==> config.mk <==
export PLATFORM = sky130hd
export DESIGN_NAME = mem_access_arbiter
export DESIGN_NICKNAME = d
export VERILOG_FILES = /design/src/rtl/mem_access_arbiter.sv
export SDC_FILE = /design/constraint.sdc
export NUM_CORES = 1
export LEC_CHECK = 0
export ABC_AREA = 1
export CAP_MARGIN = 10
export CORE_MARGIN = 5
export CORE_UTILIZATION = 25
export CTS_BUF_LIST = sky130_fd_sc_hd__clkbuf_16
export DETAILED_ROUTE_END_ITERATION = 10
export MAX_ROUTING_LAYER = met4
export SLEW_MARGIN = 5
export SYNTH_ARGS = -nofsm -noshare
export SYNTH_HDL_FRONTEND = slang
export SYNTH_SLANG_ARGS = --single-unit
==> constraint.sdc <==
create_clock -name clk -period 1.1 [get_ports clk]
set_input_delay 0.22 -clock clk [delete_from_list [all_inputs] [get_ports clk]]
set_output_delay 0.22 -clock clk [all_outputs]
set_load 0.005 [all_outputs]
==> src/rtl/mem_access_arbiter.sv <==
// Round-robin arbiter that shares a single-port synchronous-read data memory between port A
// (pipeline MEM stage) and port B (debug/loader). Only one access is outstanding at a time:
// accept -> memory enable cycle -> response cycle.
module mem_access_arbiter #(
  parameter int unsigned ADDR_W = 8,
  parameter int unsigned DATA_W = 8
) (
  input  logic              clk,
  input  logic              reset,

  input  logic              a_req_valid,
  input  logic              a_req_write,
  input  logic [ADDR_W-1:0] a_req_addr,
  input  logic [DATA_W-1:0] a_req_wdata,
  output logic              a_req_ready,
  output logic              a_rsp_valid,
  output logic [DATA_W-1:0] a_rsp_rdata,

  input  logic              b_req_valid,
  input  logic              b_req_write,
  input  logic [ADDR_W-1:0] b_req_addr,
  input  logic [DATA_W-1:0] b_req_wdata,
  output logic              b_req_ready,
  output logic              b_rsp_valid,
  output logic [DATA_W-1:0] b_rsp_rdata,

  output logic              MemRead,
  output logic              MemWrite,
  output logic [ADDR_W-1:0] mem_addr,
  output logic [DATA_W-1:0] mem_wdata,
  input  logic [DATA_W-1:0] mem_rdata,
  output logic              busy
);

  typedef enum logic [1:0] {
    StIdle,
    StAccess,
    StResp
  } state_e;

  state_e            state_q, state_d;
  logic              last_b_q, last_b_d;    // 1: B won the most recent grant
  logic              owner_b_q, owner_b_d;  // 1: outstanding access belongs to B
  logic              we_q, we_d;
  logic [ADDR_W-1:0] addr_q, addr_d;
  logic [DATA_W-1:0] wdata_q, wdata_d;

  logic              can_accept;
  logic              grant_a;
  logic              grant_b;

  // Arbitration: a new access may start only from IDLE or RESP, and never while reset is held.
  always_comb begin
    can_accept = reset && ((state_q == StIdle) || (state_q == StResp));
    grant_a    = can_accept && a_req_valid && (!b_req_valid || last_b_q);
    grant_b    = can_accept && b_req_valid && !grant_a;
  end

  // Next-state logic and capture of the winning request's fields.
  always_comb begin
    state_d   = state_q;
    last_b_d  = last_b_q;
    owner_b_d = owner_b_q;
    we_d      = we_q;
    addr_d    = addr_q;
    wdata_d   = wdata_q;

    unique case (state_q)
      StIdle: begin
        if (grant_a || grant_b) begin
          state_d = StAccess;
        end
      end
      StAccess: begin
        state_d = StResp;
      end
      StResp: begin
        state_d = (grant_a || grant_b) ? StAccess : StIdle;
      end
      default: begin
        state_d = StIdle;
      end
    endcase

    if (grant_a) begin
      last_b_d  = 1'b0;
      owner_b_d = 1'b0;
      we_d      = a_req_write;
      addr_d    = a_req_addr;
      wdata_d   = a_req_wdata;
    end else if (grant_b) begin
      last_b_d  = 1'b1;
      owner_b_d = 1'b1;
      we_d      = b_req_write;
      addr_d    = b_req_addr;
      wdata_d   = b_req_wdata;
    end
  end

  // State register; reset leaves last_b set so A wins the first tie.
  always_ff @(posedge clk) begin
    if (!reset) begin
      state_q   <= StIdle;
      last_b_q  <= 1'b1;
      owner_b_q <= 1'b0;
      we_q      <= 1'b0;
      addr_q    <= '0;
      wdata_q   <= '0;
    end else begin
      state_q   <= state_d;
      last_b_q  <= last_b_d;
      owner_b_q <= owner_b_d;
      we_q      <= we_d;
      addr_q    <= addr_d;
      wdata_q   <= wdata_d;
    end
  end

  // Output decode: memory side comes only from registered state, so no request-to-memory path.
  always_comb begin
    a_req_ready = grant_a;
    b_req_ready = grant_b;
    MemRead     = (state_q == StAccess) && !we_q;
    MemWrite    = (state_q == StAccess) && we_q;
    mem_addr    = addr_q;
    mem_wdata   = wdata_q;
    busy        = (state_q != StIdle);
    // A response pending at a reset edge is dropped rather than delivered.
    a_rsp_valid = reset && (state_q == StResp) && !owner_b_q;
    b_rsp_valid = reset && (state_q == StResp) && owner_b_q;
    a_rsp_rdata = (a_rsp_valid && !we_q) ? mem_rdata : '0;
    b_rsp_rdata = (b_rsp_valid && !we_q) ? mem_rdata : '0;
  end

endmodule

==> run metrics <==
CTS tree built; drt wl/cell 12.2 um; Max-slew headroom 82.5%; Fmax 655 MHz; max layer used met4; violated checks setup timing; Avg Vias per Cell 4.24; Tmin final 1.53 ns; CP Capture Type output port; FF+latch count, synth 21; Starting Density 25.3%; Filler cells 510; Worst EP arrival 1.31 ns; Seq/Total Area, Yosys 33.0%; PwrDens 914 nW/um^2; Port Buffers 84; Hold Crit Class in2reg; vias 1642; post-route insts no fill 387; r2r setup slk -0.30 ns; Final setup viols 43; Fin. Hold Viols 0; Max-Cap Viols 0; worst setup margin -0.427 ns; pins over their slew limit 0; detailed-route DRC error count 0; antenna cell count 0; clock sink count 21; worst skew pair latency 0.25 ns; first-pass GRT wire length 7060 um; Area Overhead vs Synth 106%; clock buffer depth 2; synthesized cell area 1270 um^2; Synth Area per Inst 6.31 um^2; Static Leak 1.29 nW; clock network fraction of total power 31.7%; Final Cycle Share 139%; largest net degree at the start of global routing 20; chip width 81.4 um; Max IR drop VDD 0.561 mV; switching share of power 28.5%; initial antenna violation count 0; Logic pwr share 33.0%; CP max FO 6; skew final 0.00298 ns; post-route setup TNS -12.88 ns; vias in the first global route 1496; Die ar. 6620 um^2; clock root buffer clkbuf_16; H-Tree Depth 1; Yosys cell types 19; outcome complete, but fails checks; Iter 0 DRT Violations 52; Total Routing Usage GR 14.2%; Die Ht 81.4 um; Placeable Area 5040 um^2; worst path required time 0.88 ns; Multi-input gate area 862 um^2; Slew @ Worst Pin 0.263 ns; Post-DP HPWL 3180 um; kind of critical path reg2out; Worst setup SP type flop; FF/Latch Area 422 um^2; Syn Nets 248; wl on met1 2000 um; met2 routed WL 2380 um; GP Congestion 0.725; Reg power frac 35.3%; Cell Rows 26; detailed route wirelength on metal3 289 um; total iterations of the first detailed-routing run 4; global route overflow 0; RSZ-0062 raised after global routing true; nets 364; layout cell share with drive strength beyond 1 32.8%; Ys Warns 0; clk slew on worst S/H paths 0.06 ns; Ports 85; Int Pwr 1.71 mW; cts bufs inserted 3; ANT nets after route 0; WL final 4700 um; Cells after DPL 362; Mapped Cells 202; net switching power 0.684 mW
==> registers in the layout, summed over array words and instances (netlist names) <==
name	flops
state_q	2
mem_wdata	8
owner_b_q	1
mem_addr	8
last_b_q	1
we_q	1
==> kinds of logic after synthesis <==
family / count (synthesis) / share of synthesized area (%)
AND/OR/NAND/NOR: 137 / 50.4
buffers and inverters: 42 / 15.5
AO/OA/AOI/OAI: 2 / 1.08
flip-flops: 21 / 33.0
==> worst max-delay path, stage by stage, from the launching register on <==
cell     delay [ns]
dfxtp_2        0.34
nor2_4         0.11
nand2_4        0.08
nor2_4         0.11
nand2_4        0.10
buf_6          0.14
nor2_4         0.07
buf_2          0.11
==> synthesized netlist by cell type, drive strengths merged <==
master / instances / area [um^2]
a31oi: 1 / 6.26
nand4: 17 / 106
a211oi: 1 / 7.51
buf: 7 / 66.3
dfxtp: 21 / 420
nor2: 75 / 314
nand3: 18 / 103
clkbuf: 3 / 11.3
nand2: 27 / 119
inv: 32 / 120
==> final timing paths <==
check / from / end / depth (start not counted)
max: state_q[0] / a_rsp_rdata[5] / 7
min: reset / last_b_q / 3
max reg2reg: state_q[0] / owner_b_q / 8
min reg2reg: mem_wdata[5] / mem_wdata[5] / 4
==> power by group through the flow <==
stage               sequential [mW]  combinational, mW  clock [mW]
floorplan                     0.868              0.322           0
global placement              0.864              0.692           0
detailed placement            0.865              0.695           0
CTS                           0.847              0.721       0.783
global route                  0.853              0.860       0.823
finish                        0.847              0.791       0.760
==> per-layer routing <==
layer / global-route usage (%) / up-vias
met5: - / -
met3: 4.10 / 4
met2: 24.3 / 42
met1: 16.1 / 735
li1: - / 861
met4: 3.89 / 0
==> layout by cell type, fill, tap and decap left out, types with 2 or more instances in the layout <==
master	netlist	routed
nor2_1	66	48
clkdlybuf4s50_1	0	43
inv_1	30	30
dfxtp_1	21	20
buf_2	1	20
nand2_1	22	19
buf_6	1	19
nand3_1	17	17
nand4_1	17	17
dlygate4sd2_1	0	17
buf_4	4	17
nor2_2	7	15
nor2_4	2	12
nand2_4	1	6
nand2_8	0	4
clkbuf_16	0	3
inv_2	2	2
==> stage by stage <==
stage / area (um^2) / power [mW] / hold WS, ns / utilization, % / worst slack, ns
floorplan: 1350 / 1.19 / 0.335 / - / -0.0959
global placement: 2320 / 1.56 / 0.529 / 46.0 / -0.949
detailed placement: 2320 / 1.56 / 0.536 / 46.0 / -0.968
CTS: 2490 / 2.35 / 0.430 / 49.4 / -0.442
global route: 2620 / 2.54 / 0.480 / 52.0 / -0.492
finish: 2620 / 2.40 / 0.438 / 52.0 / -0.427
==> layout make-up <==
| class | count | area share, % |
|---|---|---|
| repair buffers | 118 | 40.1 |
| multi-input cells | 142 | 32.9 |
| flip-flops and latches | 21 | 16.1 |
| inverters | 32 | 4.67 |
| well taps | 70 | 3.34 |
| clock buffers | 3 | 2.86 |
| clock inverters | 1 | 0.143 |
==> repair_timing <==
item	in CTS	in global routing
endpoints found under the setup margin	59	44
resized for setup	136	19
pin swaps	10	11
hold buffers	0	0
buffers inserted	18	6
gates cloned	1	2
Power figures use the tool's default switching activity.
